**config.mk**
```make
export PLATFORM = sky130hd
export DESIGN_NAME = fifo_tx_unpack
export DESIGN_NICKNAME = d
export VERILOG_FILES = /design/src/rtl/qspi_pkg.sv /design/src/rtl/sync_fifo.sv /design/src/rtl/fifo_tx_unpack.sv
export SDC_FILE = /design/constraint.sdc
export NUM_CORES = 1
export LEC_CHECK = 0
export BUFFER_PORTS_ARGS = -buffer_cell sky130_fd_sc_hd__buf_2
export CAP_MARGIN = 20
export CORE_ASPECT_RATIO = 1.2
export CORE_MARGIN = 8
export CORE_UTILIZATION = 55
export CTS_CLUSTER_DIAMETER = 40
export DETAILED_ROUTE_END_ITERATION = 8
export PLACE_DENSITY = 0.84
export SLEW_MARGIN = 20
export SYNTH_ARGS = -nofsm -noshare
export SYNTH_HDL_FRONTEND = slang
export SYNTH_SLANG_ARGS = --single-unit
```
**constraint.sdc**
```tcl
create_clock -name clk -period 4.21 [get_ports clk]
set_input_delay 0.842 -clock clk [delete_from_list [all_inputs] [get_ports clk]]
set_output_delay 0.842 -clock clk [all_outputs]
set_load 0.05 [all_outputs]
```
**src/rtl/qspi_pkg.sv**
```systemverilog
// qspi_pkg: shared widths and transmit-unpacker state encodings.
package qspi_pkg;
    localparam int BYTE_W = 8;
    localparam int WORD_W = 32;
    localparam int BYTES_PER_WORD = 4;
    typedef enum logic [1:0] {TX_IDLE, TX_FETCH, TX_SEND, TX_DONE} tx_state_t;
endpackage

```
**src/rtl/sync_fifo.sv**
```systemverilog
// sync_fifo: single-clock word FIFO with registered read data and flush.
module sync_fifo
    import qspi_pkg::*;
#(
    parameter int DEPTH = 16
) (
    input  logic                         clk,
    input  logic                         reset,
    input  logic                         flush,
    input  logic                         push,
    input  logic [WORD_W-1:0]            wr_data,
    input  logic                         pop,
    output logic [WORD_W-1:0]            rd_data,
    output logic                         full,
    output logic                         empty,
    output logic [$clog2(DEPTH+1)-1:0]   level
);
    localparam int AW = $clog2(DEPTH);
    localparam int LW = $clog2(DEPTH + 1);
    logic [WORD_W-1:0] mem [DEPTH];
    logic [AW-1:0] wr_ptr, rd_ptr;
    logic [LW-1:0] count;
    logic do_push, do_pop;
    assign full    = count == LW'(DEPTH);
    assign empty   = count == '0;
    assign level   = count;
    assign do_push = push && !full && !flush;
    assign do_pop  = pop && !empty && !flush;
    always_ff @(posedge clk) begin
        if (do_push) mem[wr_ptr] <= wr_data;
    end
    always_ff @(posedge clk) begin
        if (reset) rd_data <= '0;
        else if (do_pop) rd_data <= mem[rd_ptr];
    end
    always_ff @(posedge clk) begin
        if (reset || flush) begin
            wr_ptr <= '0;
            rd_ptr <= '0;
            count  <= '0;
        end else begin
            if (do_push) wr_ptr <= wr_ptr + AW'(1);
            if (do_pop) rd_ptr <= rd_ptr + AW'(1);
            count <= count + LW'(do_push) - LW'(do_pop);
        end
    end
endmodule

```
**src/rtl/fifo_tx_unpack.sv**
```systemverilog
// fifo_tx_unpack: buffers 32-bit words and unpacks them into a counted byte
// stream with valid/ready toward the QSPI FSM.
module fifo_tx_unpack
    import qspi_pkg::*;
#(
    parameter int DEPTH      = 16,
    parameter int CNT_W      = 16,
    parameter bit BIG_ENDIAN = 1'b0
) (
    input  logic                         clk,
    input  logic                         reset,
    input  logic                         wr_en_i,
    input  logic [WORD_W-1:0]            wr_data_i,
    output logic                         full_o,
    output logic                         empty_o,
    output logic [$clog2(DEPTH+1)-1:0]   level_o,
    output logic                         overflow_o,
    input  logic                         flush_i,
    input  logic                         start_i,
    input  logic [CNT_W-1:0]             byte_count_i,
    output logic                         byte_valid_o,
    output logic [BYTE_W-1:0]            byte_data_o,
    output logic                         byte_last_o,
    input  logic                         byte_ready_i,
    output logic                         busy_o,
    output logic                         done_o,
    output logic                         underrun_o
);
    tx_state_t state, state_nxt;
    logic [CNT_W-1:0] remaining;
    logic [1:0] idx, lane;
    logic [WORD_W-1:0] word;
    logic pop, hs;

    sync_fifo #(.DEPTH(DEPTH)) u_fifo (
        .clk     (clk),
        .reset   (reset),
        .flush   (flush_i),
        .push    (wr_en_i),
        .wr_data (wr_data_i),
        .pop     (pop),
        .rd_data (word),
        .full    (full_o),
        .empty   (empty_o),
        .level   (level_o)
    );

    assign pop          = state == TX_FETCH && !empty_o;
    assign hs           = byte_valid_o && byte_ready_i;
    assign lane         = BIG_ENDIAN ? ~idx : idx;
    assign byte_valid_o = state == TX_SEND;
    assign byte_data_o  = word[{lane, 3'b000} +: BYTE_W];
    assign byte_last_o  = byte_valid_o && remaining == CNT_W'(1);
    assign busy_o       = state != TX_IDLE;
    assign done_o       = state == TX_DONE;

    always_comb begin
        state_nxt = state;
        case (state)
            TX_IDLE:  if (start_i) state_nxt = byte_count_i != '0 ? TX_FETCH : TX_DONE;
            TX_FETCH: if (!empty_o) state_nxt = TX_SEND;
            TX_SEND:  if (hs) state_nxt = byte_last_o ? TX_DONE
                                        : idx == 2'(BYTES_PER_WORD - 1) ? TX_FETCH : TX_SEND;
            default:  state_nxt = TX_IDLE;
        endcase
    end

    // Flush shares the reset path: a same-cycle push is also dropped inside the FIFO.
    always_ff @(posedge clk) begin
        if (reset || flush_i) begin
            state      <= TX_IDLE;
            remaining  <= '0;
            idx        <= '0;
            overflow_o <= 1'b0;
            underrun_o <= 1'b0;
        end else begin
            state <= state_nxt;
            if (wr_en_i && full_o) overflow_o <= 1'b1;
            if (state == TX_IDLE && start_i && byte_count_i != '0) begin
                remaining  <= byte_count_i;
                underrun_o <= 1'b0;
            end
            if (state == TX_FETCH && empty_o && byte_ready_i) underrun_o <= 1'b1;
            if (pop) idx <= '0;
            if (hs) begin
                remaining <= remaining - CNT_W'(1);
                idx       <= idx + 2'd1;
            end
        end
    end
endmodule
```
=== Word level (Yosys, flattened, before mapping) ===
Memory sizes are Yosys's and may differ from the RTL's. A register that Yosys moved wholly into a read port is not among the register bits.
Index checks and enable logic that the tools add are counted.

* Mux-type cells: 15
* Order comparisons: 0
* Reduce and logical (&&, ||, !) cells: 24
* Shift-type cells: 1
* Add/subtract/negate cells: 6
* Multiply operators: 0
* Bitwise logic cells: 0
* Div/mod/pow operators: 0
* Equal/unequal tests: 9

{| class="wikitable"
|+ Operators with widths
! kind !! number
|-
| $mux W16 || 2
|-
| $shiftx A32 B6 Y8 || 1
|-
| $eq A16 B1 Y1 const B || 1
|-
| $mux W2 || 8
|-
| $reduce_bool A16 Y1 || 1
|-
| $sub A16 B1 Y16 const B || 1
|-
| $logic_and A1 B1 Y1 || 12
|-
| $add A4 B1 Y4 const B || 2
|-
| $reduce_bool A2 Y1 || 4
|-
| $eq A2 B2 Y1 const B || 3
|-
| $pmux W2 S3 || 1
|-
| $add A5 B1 Y5 || 1
|-
| $eq A5 B5 Y1 const B || 1
|-
| $logic_not A5 Y1 || 1
|-
| $sub A5 B1 Y5 || 1
|-
| $mux W1 || 4
|-
| $ne A2 B2 Y1 const B || 2
|-
| $logic_not A1 Y1 || 3
|-
| $reduce_and A3 Y1 || 1
|-
| $add A2 B1 Y2 const B || 1
|-
| $eq A2 B1 Y1 const B || 1
|-
| $logic_not A2 Y1 || 1
|-
| $ne A2 B1 Y1 const B || 1
|-
| $logic_or A1 B1 Y1 || 1
|}

* Bits in registers: 35
* Memory bits (read-only): 0
* Latch bits: 0
* Input bits: 54
* Memories kept: 1
* Word-level logic and storage cells: 64
* Bits in writable memories: 512

{| class="wikitable"
|+ Memory list
! memory !! words !! bits a word !! read ports !! clocked after Yosys merged registers in !! wr ports !! RTL line !! text
|-
| u_fifo.mem || 16 || 32 || 1 || 1 || 1 || sync_fifo.sv:20 || <nowiki>logic [WORD_W-1:0] mem [DEPTH];</nowiki>
|}

=== Depth between registers and ports, before layout ===
* Depth in word-level cells: 6
* Gate-level depth with buffers: 14
* Mapped depth without buffers: 14

=== Hierarchy ===
A second synthesis with hierarchy kept.

* Cells, all modules: 1118
* Area, all modules: 22880.7 um^2

{| class="wikitable"
|+ By module, submodules not included
! module !! area each (um^2) !! seq. area each (um^2) !! times used !! cells an instance
|-
| sync_fifo || 21433.1 || 16275.6 || 1 || 958
|-
| fifo_tx_unpack || 1447.6 || 440.4 || 1 || 160
|}

=== Least setup slack after synthesis ===
OpenSTA, ideal clock, no wires.

* Path type: register to register
* From: reg u_fifo.count[2], in the netlist u_fifo.level[2]
* To: mem u_fifo.mem[3][0], enable pin
* Library setup time: 0.461 ns
* Buffers on the path: 0
* Cell stages (with the launch flop): 7
* Data arrival time: 4.053 ns
* Slack: -0.304 ns
* Required time: 3.749 ns
* Cells stage by stage: dfxtp_1 inv_1 ha_1 and4bb_2 nor3b_2 nand2_1 nor3_1

* Word-level cells in the longest chain between the ends: 6

{| class="wikitable"
|+ RTL lines
! what !! RTL line !! text
|-
| start: declaration || sync_fifo.sv:22 || <nowiki>logic [LW-1:0] count;</nowiki>
|-
| start signal: assignment || sync_fifo.sv:44 || <nowiki>count <= count + LW'(do_push) - LW'(do_pop);</nowiki>
|-
| $eq A5 B5 Y1 || sync_fifo.sv:24 || <nowiki>assign full = count == LW'(DEPTH);</nowiki>
|-
| net full_o || fifo_tx_unpack.sv:14 || <nowiki>output logic full_o,</nowiki>
|-
| $logic_not A1 Y1 || sync_fifo.sv:27 || <nowiki>assign do_push = push && !full && !flush;</nowiki>
|-
| $logic_and A1 B1 Y1 (2 in series) || sync_fifo.sv:27 ||
|-
| net u_fifo.do_push || sync_fifo.sv:23 || <nowiki>logic do_push, do_pop;</nowiki>
|-
| $mux W1 || sync_fifo.sv:30 || <nowiki>if (do_push) mem[wr_ptr] <= wr_data;</nowiki>
|-
| $mux W1 (implied by the code) || sync_fifo.sv:30 ||
|-
| end: declaration || sync_fifo.sv:20 ||
|}

The timed path passes the listed nets, and every way through them passes these cells.

=== Worst setup path after layout ===
* From: reg remaining[2]
* To: out byte_last_o

* Word-level cells in the longest chain between the ends: 2

{| class="wikitable"
|+ RTL lines
! what !! RTL line !! text
|-
| start: declaration || fifo_tx_unpack.sv:30 || <nowiki>logic [CNT_W-1:0] remaining;</nowiki>
|-
| start signal: assignment || fifo_tx_unpack.sv:80 || <nowiki>remaining <= byte_count_i;</nowiki>
|-
| start signal: assignment || fifo_tx_unpack.sv:86 || <nowiki>remaining <= remaining - CNT_W'(1);</nowiki>
|-
| $eq A16 B1 Y1 || fifo_tx_unpack.sv:53 || <nowiki>assign byte_last_o = byte_valid_o && remaining == CNT_W'(1);</nowiki>
|-
| $logic_and A1 B1 Y1 || fifo_tx_unpack.sv:53 ||
|-
| end: declaration || fifo_tx_unpack.sv:23 || <nowiki>output logic byte_last_o,</nowiki>
|}

Every way passes these cells.

==> impl_metrics.py <==
metrics = {
    "clock_network": {
        "cts.sinks": 579,
        "clk-insertion-delay-late_ps": 590,
        "ctsResizeCount": 0,
        "root_buffer": "clkbuf_16",
        "clock_path_buffers": 3,
        "cts_setup_buffers": 0,
        "htree_levels": 2,
        "cts_tree": "yes",
        "numCtsBuffers": 57,
        "clk_pin_slew_ps": 60,
        "cts_hold_buf": 0,
    },
    "sta": {
        "post-route-period-util_pct": 85.8,
        "rsz0062_at_grt": "no",
        "skew_ps": 15.4,
        "finalSetupViolCount": 0,
        "fin_setup_tns_ps": 0,
        "drv_slew": 0,
        "finalHoldViolations": 0,
        "slew_headroom_pct": 26.6,
        "tightest_slew_ps": 1100,
        "period_needed_ps": 3610,
        "fmax_mhz": 277,
    },
    "finish": {
        "diodes": 0,
        "register_area_mm2": 0.0167,
        "area_growth_pct": 14.7,
        "nets": 1322,
        "final.fill_count": 2619,
        "drive_gt1_share_pct": 28.6,
        "fin_util_pct": 63.7,
        "multi_input_area_mm2": 0.00568,
    },
    "run": {
        "maxCapViolCount": 0,
    },
    "detailed_routing": {
        "drt_iter0_markers": 1157,
        "vias": 11618,
        "wire_per_inst_um": 27.7,
        "antenna_left": 0,
        "drc": 0,
        "totalWireLength_um": 50900,
        "vias_per_cell": 6.31,
        "firstDrtPassIters": 5,
    },
    "run_status": {
        "status": "finished clean",
    },
    "worst_setup_path": {
        "startpoint_type": "register",
        "cp_slowest_cell": "nor4_1",
        "worstPathArrival_ps": 2770,
        "cp_cell_sequence": "nor4_1 -> nand4_1 -> nor3b_1 -> nand2_1 -> inv_1 -> buf_2",
        "cpPeakStageDelay_ps": 680,
        "r2r_slack_ps": 1260,
        "worstPathRequired_ps": 3370,
        "path_max_fanout": 8,
        "critPathKind": "reg2out",
        "critPathCaptureType": "output port",
    },
    "power_and_ir_drop": {
        "power.leakage_nw": 8.39,
        "seqPwrFrac_pct": 51.9,
        "p_int_mw": 9.67,
        "pwr-share-comb_pct": 2.4,
        "vdd_drop_max_mv": 0.397,
        "clockPowerShare_pct": 45.6,
        "power_switching_mw": 2.45,
        "powerDensity_mw_per_mm2": 467,
        "switching_share_pct": 20.2,
    },
    "global_routing": {
        "grt_pass1_wl_um": 76200,
        "grt_start_max_net_pins": 62,
        "grt_use_total_pct": 21.1,
        "first_global_vias": 12233,
        "antenna_found_initial": 3,
        "grt-ovfl-total": 0,
    },
    "floorplan": {
        "die_x_um": 201,
        "start_util_pct": 55.6,
        "core_mm2": 0.0407,
        "pin_count": 75,
        "die_area_mm2": 0.0479,
        "die_h_um": 238,
        "num_rows": 81,
    },
    "logic_synthesis": {
        "postSynthNetCount": 1218,
        "synthTopCellsByArea": "edfxtp_1 68%, mux4_2 14%, dfxtp_1 5.9%",
        "synth-edff-count": 512,
        "synth-main-ff-cell": "edfxtp_1",
        "synth_cell_types": 59,
        "synthCells": 1149,
        "avgSynthCellArea_um2": 19.7,
        "synth_top_cells_by_count": "512 x edfxtp_1, 136 x mux4_2, 98 x nor2_1, 67 x dfxtp_1, 66 x mux2i_1",
        "synth.cell_area_mm2": 0.0226,
        "yosys.area.top_type": "edfxtp_1",
        "yosys.area.top_type_share_pct": 67.9,
        "ys_ff_latch": 579,
        "synthArstFlopShare_pct": 0,
        "seq_area_frac_synth_pct": 73.8,
        "yosys_warnings": 0,
        "yosysMostFrequentCell": "edfxtp_1",
    },
    "placed_design": {
        "hpwl_um": 28200,
        "routabilityCongestion": 0.813,
        "placement.io_buffers": 74,
    },
    "min_path": {
        "hold_class": "reg2reg",
    },
}
[cells in the final DEF (no fill, tap or decap), drive strengths merged, types with 14 or more instances in the layout]
master,instances
ha,14
clkbuf,78
edfxtp,512
a21oi,30
mux2i,66
buf,105
inv,22
dfxtp,67
a211o,31
nor2,99
nand2,17
mux4,136
[layer usage]
metal / wire length [µm] / global-route usage (%) / share of wire, % / vias to the layer above
met5: 40 / 0 / 0.079 / -
met1: 18400 / 25.2 / 36 / 5977
met4: 2110 / 9.02 / 4.1 / 6
met3: 4420 / 4.80 / 8.7 / 138
li1: - / - / - / 4875
met2: 26000 / 36.6 / 51 / 622
[path summary, 6_finish.rpt]
path | to | from | cells after the start
setup reg to reg | u_fifo.mem[8][30]$_DFFE_PP_ | u_fifo.level[2]$_SDFF_PP0_ | 7
hold reg to reg | underrun_o$_SDFFE_PP0P_ | underrun_o$_SDFFE_PP0P_ | 2
hold / removal | underrun_o$_SDFFE_PP0P_ | underrun_o$_SDFFE_PP0P_ | 2
setup / recovery | byte_last_o | remaining[2]$_SDFFE_PP0P_ | 6
[flip-flops by register name, indices dropped and copies added (netlist names)]
signal	flops
u_fifo.rd_ptr	4
u_fifo.mem	512
u_fifo.rd_data	32
u_fifo.wr_ptr	4
underrun_o	1
u_fifo.level	5
state	2
remaining	16
overflow_o	1
idx	2
[through the flow]
step / power, mW / hold WS (ps) / setup slack [ps] / cells / area, µm²
3_3_place_gp: 6.69 / 438 / 1250 / 1733 / 23900
2_1_floorplan: 6.57 / 430 / 551 / 1149 / 22700
6_report: 12.1 / 467 / 597 / 1841 / 26000
3_5_place_dp: 6.71 / 455 / 1170 / 1733 / 23900
5_1_grt: 12.4 / 498 / 550 / 1841 / 26000
4_1_cts: 12.2 / 470 / 692 / 1841 / 26000
[layout make-up]
class                   instances  area share (%)
well taps                     539            2.60
flip-flops and latches        579            64.4
clock buffers                  78            6.27
inverters                      16           0.231
multi-input cells             494            21.9
clock inverters                30            1.81
repair buffers                105            2.76
[critical path: cells and delay by family, from the launching register on]
kind / cells / cell delay [ps]
simple gates: 4 / 1490
flops: 1 / 380
buf+inv: 2 / 330
[power by group through the flow]
stage	registers [mW]	clock network, mW	logic, mW
6_report	6.30	5.54	0.293
5_1_grt	6.30	5.81	0.311
4_1_cts	6.30	5.60	0.290
3_5_place_dp	6.42	0	0.287
3_3_place_gp	6.42	0	0.276
2_1_floorplan	6.42	0	0.146
[logic make-up (layout without fill, tap and decap cells)]
group / Yosys count / count (layout) / share of synthesized area, %
buffers and inverters: 76 / 229 / 1.68
adders and majority gates: 15 / 15 / 0.862
muxes: 202 / 202 / 16.4
DFF: 579 / 579 / 73.8
and+or+nand+nor: 179 / 179 / 3.95
xor gates and xnor gates: 9 / 9 / 0.348
AOI/OAI and AO/OA: 89 / 89 / 2.87
Note: power is estimated with default switching activity, not from simulation.
